==> src/rtl/switch_demultiplexer.sv <==
// Latched 1->4 demux: debounced switch 1 is routed to the LED picked by a select that steps on switch-2 release;
// switch-3 press clears all LEDs. Latency: input change -> LED is 2 sync + DEBOUNCE_LIMIT + 1 cycles, no backpressure.
module switch_demultiplexer #(
    parameter int DEBOUNCE_LIMIT = 250000
) (
    input  logic i_Clk,
    input  logic i_Rst_L,
    input  logic i_Switch_1,
    input  logic i_Switch_2,
    input  logic i_Switch_3,
    output logic o_LED_1,
    output logic o_LED_2,
    output logic o_LED_3,
    output logic o_LED_4
);

    localparam int CW = $clog2(DEBOUNCE_LIMIT);
    localparam logic [CW-1:0] CNT_MAX = CW'(DEBOUNCE_LIMIT - 1);

    logic [2:0]         sw_raw;
    logic [2:0]         sync1_q;
    logic [2:0]         sync2_q;
    logic [2:0]         deb_q;
    logic [2:0]         deb_d;
    logic [2:1]         deb_prev_q;
    logic [2:0][CW-1:0] cnt_q;
    logic [2:0][CW-1:0] cnt_d;
    logic [1:0]         sel_q;
    logic [1:0]         sel_d;
    logic [3:0]         hold_q;
    logic [3:0]         hold_d;
    logic               adv;
    logic               clr;

    assign sw_raw = {i_Switch_3, i_Switch_2, i_Switch_1};

    // A switch must disagree with its debounced state for DEBOUNCE_LIMIT
    // consecutive cycles before the state flips; any agreement restarts the count.
    always_comb begin
        deb_d = deb_q;
        cnt_d = '0;
        for (int i = 0; i < 3; i++) begin
            if (sync2_q[i] != deb_q[i]) begin
                if (cnt_q[i] == CNT_MAX) begin
                    deb_d[i] = ~deb_q[i];
                end else begin
                    cnt_d[i] = cnt_q[i] + CW'(1);
                end
            end
        end
    end

    assign adv = deb_prev_q[1] & ~deb_q[1];
    assign clr = ~deb_prev_q[2] & deb_q[2];

    // Data is written through the pre-advance select; clear wins over the write.
    always_comb begin
        sel_d  = adv ? sel_q + 2'd1 : sel_q;
        hold_d = hold_q;
        if (clr) begin
            hold_d = 4'b0000;
        end else begin
            hold_d[sel_q] = deb_q[0];
        end
    end

    always_ff @(posedge i_Clk) begin
        if (!i_Rst_L) begin
            sync1_q    <= '0;
            sync2_q    <= '0;
            deb_q      <= '0;
            deb_prev_q <= '0;
            cnt_q      <= '0;
            sel_q      <= '0;
            hold_q     <= '0;
        end else begin
            sync1_q    <= sw_raw;
            sync2_q    <= sync1_q;
            deb_q      <= deb_d;
            deb_prev_q <= deb_q[2:1];
            cnt_q      <= cnt_d;
            sel_q      <= sel_d;
            hold_q     <= hold_d;
        end
    end

    assign o_LED_1 = hold_q[0];
    assign o_LED_2 = hold_q[1];
    assign o_LED_3 = hold_q[2];
    assign o_LED_4 = hold_q[3];

endmodule

==> config.mk <==
export PLATFORM = sky130hd
export DESIGN_NAME = switch_demultiplexer
export DESIGN_NICKNAME = d
export VERILOG_FILES = /design/src/rtl/switch_demultiplexer.sv
export SDC_FILE = /design/constraint.sdc
export NUM_CORES = 1
export LEC_CHECK = 0
export ABC_AREA = 1
export CAP_MARGIN = 20
export CORE_MARGIN = 1
export CORE_UTILIZATION = 55
export CTS_CLUSTER_SIZE = 12
export DETAILED_ROUTE_END_ITERATION = 8
export GPL_TIMING_DRIVEN = 0
export PLACE_DENSITY_LB_ADDON = 0.3
export SYNTH_ARGS = -nofsm -noshare
export SYNTH_HDL_FRONTEND = slang
export SYNTH_SLANG_ARGS = --single-unit
==> constraint.sdc <==
create_clock -name i_Clk -period 1.4 [get_ports i_Clk]
set_clock_uncertainty 0.15 [all_clocks]
set_input_delay 0.35 -clock i_Clk [delete_from_list [all_inputs] [get_ports i_Clk]]
set_output_delay 0.35 -clock i_Clk [all_outputs]
set_load 0.05 [all_outputs]
== Yosys cells after proc, flatten, opt, wreduce, memory -nomap -nowiden ==
Cells that the tools add are included.

* Register bits after elaboration: 71
* Input bits: 5
* Output and inout port bits: 4
* Word-level logic and storage cells: 44

* Add/subtract/negate cells: 4
* Magnitude comparators: 2
* Equal/unequal tests: 6
* Muxes and demuxes: 3
* Bitwise operators: 10
* Reduce and logical (&&, ||, !) cells: 8

{| class="wikitable"
|+ Operators by type and width
! kind !! number
|-
| $add A18 B1 Y18 const B || 3
|-
| $eq A18 B18 Y1 const B || 3
|-
| $reduce_or A3 Y1 || 3
|-
| $not A1 Y1 || 8
|-
| $reduce_and A2 Y1 || 3
|-
| $bwmux W4 || 1
|-
| $lt A2 B3 Y1 const B || 1
|-
| $ne A1 B1 Y1 || 3
|-
| $add A2 B1 Y2 const B || 1
|-
| $and A1 B1 Y1 || 2
|-
| $demux W1 S2 || 1
|-
| $ge A2 B1 Y1 const B || 1
|-
| $reduce_or A2 Y1 || 1
|-
| $logic_and A1 B1 Y1 || 1
|-
| $mux W1 || 1
|}

== Longest topological paths before layout ==
Gate-level depths: netlist of run 1.

* Depth after elaboration: 5
* Gate-level depth with buffers: 9

== Least setup slack after synthesis of run 1 ==
No wires, ideal clock.

* Kind: flip-flop to flip-flop
* Start: reg cnt_q[36] in the netlist's numbering
* End: reg cnt_q[49] in the netlist's numbering
* Arrival time: 1.293 ns
* Slack: -0.158 ns
* Stages on the path, launching flop included: 10
* Buffers on the path: 1
* Clock period less this slack: 1.558 ns
* Path through: dfxtp_1 -> ha_1 -> nand3_2 -> inv_2 -> nand2_4 -> nor2_4 -> nand2_2 -> nand2_4 -> buf_12 -> nor2_2

* Word-level cells in the longest chain between the ends: 2

{| class="wikitable"
|+ Ends and longest elaborated chain
! item !! line !! RTL
|-
| start: declaration || 26 || <nowiki>logic [2:0][CW-1:0] cnt_q;</nowiki>
|-
| start signal: assignment || 81 || <nowiki>cnt_q <= cnt_d;</nowiki>
|-
| parallel branches: the longest is 2 deep, another holds $add A18 B1 Y18 || -- ||
|}

Several ways; the timed one is not identified.
A chain may end at the register's enable or synchronous reset.

== Final worst setup path of run 1 ==
* Start: reg cnt_q[36] in the netlist's numbering
* End: reg cnt_q[38] in the netlist's numbering

Same word-level chain as after synthesis.

==> metrics.md, run 1 <==
| Metric | Value |
|---|---|
| Outcome | `finished with violations` |
| Violated checks | `negative setup slack` |
| Sink Count | `71` |
| Achievable Freq | `634 MHz` |
| First-pass GRT wire length | `12800 microns` |
| Ratio of cells with drive above 1 in the final layout | `33.1%` |
| Synth top area cells | `dfxtp_1 40%, nand2_1 13%, nor2_1 9.2%` |
| DR vias/cell | `5.29` |
| CTS max path bufs | `2` |
| RSZ-0062 raised after global routing | `true` |
| Period Utilization, post-route | `113%` |
| Critical path class | `reg2reg` |
| P_leak | `0.00167 uW` |
| DRC Markers | `0` |
| Routed Antenna Nets | `0` |
| Clk_lat worst skew | `0.35 ns` |
| Top_reg_cell synth | `dfxtp_1` |
| DRT iter0 DRCs | `229` |
| Post-Syn Nets | `507` |
| Synthesis-stage register bit count | `71` |
| Final #Nets | `566` |
| H-tree depth | `3` |
| CTS tree | `done` |
| WL per Instance | `13.7 microns` |
| Power density over the cells | `870 mW/mm^2` |
| Area share of the largest cell type after synthesis | `40.5%` |
| Routability cong. | `0.877` |
| Vias in the first global route | `3055` |
| Initial antenna violation count | `0` |
| Worst setup margin | `-0.176 ns` |
| Area leader, netlist | `dfxtp_1` |
| Setup violations, final | `57` |
| Seq/Total Area, Yosys | `40.5%` |
| IO Pins | `9` |
| DP HPWL | `4840 microns` |
| Max-slew violations | `0` |
| Total Wirelength | `8720 microns` |
| Area Growth Syn to Fin | `32.7%` |
| Setup_tns | `-5.28 ns` |
| Clock Tree Root | `clkbuf_8` |
| Core ar. | `0.00603 sq mm` |
| Via count | `3351` |
| CTS Buf Count | `9` |
| EDFF count, synth | `0` |
| Least-Margin Pin Slew | `0.460 ns` |
| PortBufs | `8` |
| Die ar. | `0.00670 sq mm` |
| Fin crit period | `1.58 ns` |
| Die Span X | `81.9 microns` |
| Crit start category | `flip-flop` |
| Unique masters post-synth | `29` |
| First-pass DRT Iterations | `7` |
| Ys Warns | `0` |
| CTS clock-pin slew for the worst setup and hold paths | `0.08 ns` |
| Worst slack, placed | `-0.571 ns` |
| FFs w/ async S/R, synth | `0%` |
| Mapped Cells | `495` |
| Total GRT Usage | `25.1%` |
| Row count | `28` |
| Worst EP required | `1.52 ns` |
| N_diodes | `0` |
| Die Y | `81.9 microns` |
| Syn avg cell area | `7.09 sq um` |
| Final-report hold violation count | `0` |
| Max_cap viols | `0` |
| Cell area after synthesis | `0.00351 sq mm` |
| Largest net degree at the start of global routing | `13` |
| Tightest Hold Check Type | `reg2reg` |
| CP endpoint kind | `flip-flop` |
| Crit path DAT | `1.69 ns` |
| Worst-path maximum fanout | `4` |
| Initial Util | `58.2%` |
| Slew HR | `69.0%` |
| Max VDD drop | `0.686 mV` |
| Total congestion overflow | `0` |
==> registers in the layout, summed over array words and instances, names as in the netlist <==
name,cells
cnt_q,54
hold_q,4
deb_q,3
sync1_q,3
sync2_q,3
deb_prev_q,2
sel_q,2
==> report_power, final <==
group,switching (uW),internal (uW)
logic,56.4,54.5
clock network,811,1100
registers,5.95,2020
==> critical path, stage by stage, from the launching register on <==
cell and delay [ns]:
dfxtp_4 0.36, ha_4 0.17, nand3_4 0.11, inv_4 0.05, nand2_4 0.07, nor2_4 0.04
nand2_2 0.09, nand2_4 0.07, buf_12 0.14, buf_6 0.12, nor3_4 0.12
==> cells in the final DEF, fill, tap and decap left out, types with 5 or more instances in the layout <==
| cell | Yosys | final |
|---|---|---|
| a21oi_2 | 0 | 14 |
| buf_6 | 1 | 16 |
| nand3_1 | 28 | 22 |
| dfxtp_2 | 0 | 19 |
| nor2_1 | 86 | 65 |
| nand2_1 | 119 | 107 |
| a21oi_1 | 22 | 8 |
| xor2_1 | 20 | 20 |
| clkbuf_8 | 0 | 11 |
| o21ai_0 | 11 | 7 |
| inv_1 | 63 | 61 |
| nand2_4 | 2 | 6 |
| xnor2_1 | 5 | 5 |
| dfxtp_1 | 71 | 49 |
| nor2_4 | 4 | 13 |
| nand2_2 | 2 | 10 |
| nor2_2 | 25 | 37 |
| buf_4 | 0 | 26 |
==> area by class of cell <==
type,count,area [sq um]
inverter,65,251
tap,75,93.8
clock inverter,5,80.1
timing repair buffer,48,459
sequential,71,1460
multi-input combinational,355,2110
fill,401,1370
buffer,4,58.8
clock buffer,11,151
==> final timing paths <==
path / slack, ns / to / depth (start not counted) / from
max: -0.18 / cnt_q[38] / 10 / cnt_q[36]
min: 0.26 / sync2_q[0] / 2 / sync1_q[0]
max reg2reg: -0.18 / cnt_q[38] / 10 / cnt_q[36]
min reg2reg: 0.26 / sync2_q[0] / 2 / sync1_q[0]
==> repair_timing <==
| action | in CTS | in global routing |
|---|---|---|
| endpoints found under the hold margin | 0 | 0 |
| setup buffers | 29 | 9 |
| hold buffers | 0 | 0 |
| cloned | 2 | 1 |
| pin swaps | 24 | 18 |
| resized for setup | 80 | 58 |
| setup endpoints to repair | 59 | 60 |
==> through the flow <==
stage	util [%]	hold slack [ns]	cells	instance area (sq um)	total power, uW
floorplan	-	0.240	495	3580	2120
detailed placement	62.4	0.250	578	3760	2150
CTS	73.2	0.267	625	4410	4030
global placement	62.4	0.246	578	3760	2150
global route	77.3	0.292	634	4660	4130
finish	77.3	0.264	634	4660	4050
==> cells by family after synthesis <==
family | after synthesis | share of synthesized area (%)
buf+inv | 69 | 8.59
compound gates | 37 | 5.42
xor+xnor | 25 | 6.24
fa+ha+maj | 7 | 2.50
flops | 71 | 40.5
mux | 4 | 1.14
simple gates | 282 | 35.6
==> layer usage <==
layer / routed length, microns / up-vias / global-route usage [%]
li1: - / 1647 / -
met5: 0 / - / 0
met4: 219 / 0 / 11.2
met2: 4430 / 121 / 44.8
met1: 3660 / 1550 / 28.9
met3: 405 / 33 / 4.44
==> Yosys cell counts (2+ instances only) <==
cell type,n
or2_0,2
nor3_1,3
nand2_2,2
o21ai_1,2
mux2i_1,4
xnor2_1,5
nand2_4,2
inv_1,63
ha_1,7
nand3b_1,3
nor2_1,86
buf_12,2
nor2_2,25
nand2_1,119
xor2_1,20
o21ai_0,11
nor2_4,4
nand4_1,4
or2_2,3
dfxtp_1,71
a21oi_1,22
nand3_1,28
No activity file was read; power rests on OpenSTA's default activity.
==> inputs of run 2 (changes only) <==
Settings changed: PLACE_DENSITY from default to 0.75, PLACE_DENSITY_LB_ADDON 0.3 to default.
==> metrics.md, run 2 (synthesized netlist as in run 1, its figures left out) <==
| Metric | Value |
|---|---|
| Commonest non-fill, non-tap cell in the layout | `nand2_1` |
| Placed cell count | `578 (unchanged)` |
| Die Y | `81.9 microns (unchanged)` |
| Multi-input combinational cell area | `0.00212 sq mm (+0.83%)` |
| First-pass DRT Iterations | `5 (-2)` |
| IO Pins | `9 (unchanged)` |
| Final Cell Area | `0.00468 sq mm (+0.56%)` |
| P_leak | `0.00169 uW (+1.1%)` |
| Hold Path Stages | `2 (unchanged)` |
| Via count | `3257 (-2.8%)` |
| Sw Ratio | `19.9% (-1.7 points)` |
| Top Registers | `cnt_q: 54 flops, hold_q: 4 flops` |
| Slew HR | `70.9% (+1.8 points)` |
| Outcome | `finished with violations` |
| Clock power share | `50.3% (+3.2 points)` |
| Worst-path maximum fanout | `4 (unchanged)` |
| Setup violations, final | `53 (-7.0%)` |
| Worst path slowest cell | `dfxtp_2` |
| Max_cap viols | `0 (unchanged)` |
| Row count | `28 (unchanged)` |
| Top reg by flops | `cnt_q` |
| Area Growth Syn to Fin | `33.4%` |
| CTS clock-pin slew for the worst setup and hold paths | `0.08 ns (about the same)` |
| Combinational Power Share | `2.4% (-0.3 points)` |
| Critical path class | `reg2reg` |
| CP cell instances | `inv_1, nor2_1, nand3_1, nor2_4, nand2_2, nand2_4, buf_6, buf_6, a21oi_2` |
| Max VDD drop | `0.612 mV (-11%)` |
| H-tree depth | `3 (unchanged)` |
| Layout Utilization | `77.7% (+0.44 points)` |
| Tightest Hold Check Type | `reg2reg` |
| Fin crit period | `1.55 ns (-0.0236 ns)` |
| Least-Margin Pin Slew | `0.433 ns (-0.0274 ns)` |
| Crit path DAT | `1.65 ns (-0.04 ns)` |
| FF-to-FF End | `cnt_q[50]` |
| Worst setup margin | `-0.153 ns (+0.0236 ns)` |
| Power density over the cells | `914 mW/mm^2 (+5.1%)` |
| CP endpoint kind | `flip-flop` |
| Clk_lat worst skew | `0.34 ns (about the same)` |
| # fillers | `412 (+2.7%)` |
| Final-report hold violation count | `0 (unchanged)` |
| Placed cell areas | `0.00376 sq mm (unchanged)` |
| Die ar. | `0.00670 sq mm (unchanged)` |
| Crit start category | `flip-flop` |
| CTS tree | `done` |
| Max-slew violations | `0 (unchanged)` |
| CP Launch Point | `cnt_q[52]` |
| PortBufs | `8 (unchanged)` |
| N_diodes | `0 (unchanged)` |
| WL per Instance | `12.7 microns (-7.6%)` |
| Most used cell, CP | `buf_6` |
| CP max stage delay | `0.33 ns (-0.03 ns)` |
| Largest register FFs | `54 (unchanged)` |
| Clock Tree Root | `clkbuf_8` |
| Routed Antenna Nets | `0 (unchanged)` |
| Total Wirelength | `8010 microns (-8.1%)` |
| Largest net degree at the start of global routing | `13 (unchanged)` |
| Power Total | `4280 uW (+5.7%)` |
| Final #Nets | `563 (-0.53%)` |
| FF-to-FF path depth | `9 (-1)` |
| DRT iter0 DRCs | `166 (-28%)` |
| Seq pwr share | `47.3% (-2.8 points)` |
| Ratio of cells with drive above 1 in the final layout | `34.4% (+1.3 points)` |
| Total congestion overflow | `0 (unchanged)` |
| DR vias/cell | `5.16 (-2.3%)` |
| CTS max path bufs | `2 (unchanged)` |
| CTS Buf Count | `9 (unchanged)` |
| R2r setup slk | `-0.15 ns (+0.02 ns)` |
| RSZ-0062 raised after global routing | `true` |
| Worst Setup EP | `cnt_q[50]` |
| DRC Markers | `0 (unchanged)` |
| Sequential cell area | `0.00147 sq mm (+0.86%)` |
| Most frequent cells in the layout | `109 x nand2_1, 66 x nor2_1, 60 x inv_1` |
| Sink Count | `71 (unchanged)` |
| Achievable Freq | `644 MHz (+1.5%)` |
| Die Span X | `81.9 microns (unchanged)` |
| Vias in the first global route | `2966 (-2.9%)` |
| Power Internal | `3430 uW (+8.0%)` |
| Finished Layout Cells | `631 (-0.47%)` |
| Initial Util | `58.2% (unchanged)` |
| Initial antenna violation count | `0 (unchanged)` |
| Routability cong. | `0.934 (+6.5%)` |
| Violated checks | `negative setup slack` |
| Crit Reg-Reg Startpoint | `cnt_q[52]` |
| Total GRT Usage | `24.6% (-0.42 points)` |
| Setup_tns | `-4.23 ns (+1.05 ns)` |
| First-pass GRT wire length | `12500 microns (-2.5%)` |
| DP HPWL | `4750 microns (-1.7%)` |
| Sw Pwr | `851 uW (-2.6%)` |
| Buf/Inv on CP | `3 (unchanged)` |
| Period Utilization, post-route | `111% (-1.7 points)` |
| Core ar. | `0.00603 sq mm (unchanged)` |
| CP top delay family | `simple AND/OR/NAND/NOR gates` |
| Worst path depth | `9 (-1)` |
| Worst EP required | `1.49 ns (-0.03 ns)` |
[run 2: per-stage QoR]
step	setup slack (ns)	hold slack, ns
3_5_place_dp	-0.597	0.256
6_report	-0.153	0.271
4_1_cts	-0.133	0.276
5_1_grt	-0.219	0.296
3_3_place_gp	-0.569	0.244
2_1_floorplan	-0.0448	0.240
[run 2: repair_timing]
item	in CTS	in global routing
cloned	2	1
pin swaps	20	21
setup endpoints to repair	59	61
resized for setup	70	76
hold buffers	0	0
buffers inserted	24	12
[run 2: tightest hold or removal path, stage by stage, from the launching register on]
cell and delay [ns]:
dfxtp_1 0.31, nand2_1 0.05, inv_1 0.04
[run 2: routing by layer]
layer | part of all wire (%) | up-vias | global-route usage [%]
met2 | 50 | 95 | 41.3
met4 | 2.0 | 0 | 9.82
met1 | 43 | 1502 | 29.8
met3 | 5.2 | 19 | 6.44
li1 | - | 1641 | -
met5 | 0 | - | 0
[run 2: area by class of cell]
class / count / area share (%)
Sequential cell: 71 / 31.4
Inverter: 65 / 5.32
Timing Repair Buffer: 46 / 9.67
Buffer: 3 / 0.748
Clock buffer: 10 / 2.73
Tap cell: 75 / 2.00
Clock inverter: 6 / 2.83
Multi-Input combinational cell: 355 / 45.3
[run 2: worst min-delay path by stage]
stage | start | slack [ns] | to
after detailed placement | sync1_q[0] | 0.26 | sync2_q[0]
after global routing | sync1_q[0] | 0.30 | sync2_q[0]
after floorplan | sync1_q[0] | 0.24 | sync2_q[0]
final | sync1_q[0] | 0.27 | sync2_q[0]
after CTS | sync1_q[0] | 0.28 | sync2_q[0]
after global placement | sync1_q[2] | 0.24 | sync2_q[2]
[run 2: power groups by stage]
stage | sequential, uW | combinational [uW] | clock, uW
2_1_floorplan | 2080 | 44.2 | 0
3_3_place_gp | 2080 | 67.7 | 0
3_5_place_dp | 2080 | 68.2 | 0
4_1_cts | 2030 | 98.2 | 2160
5_1_grt | 2030 | 115 | 2260
6_report | 2020 | 104 | 2150
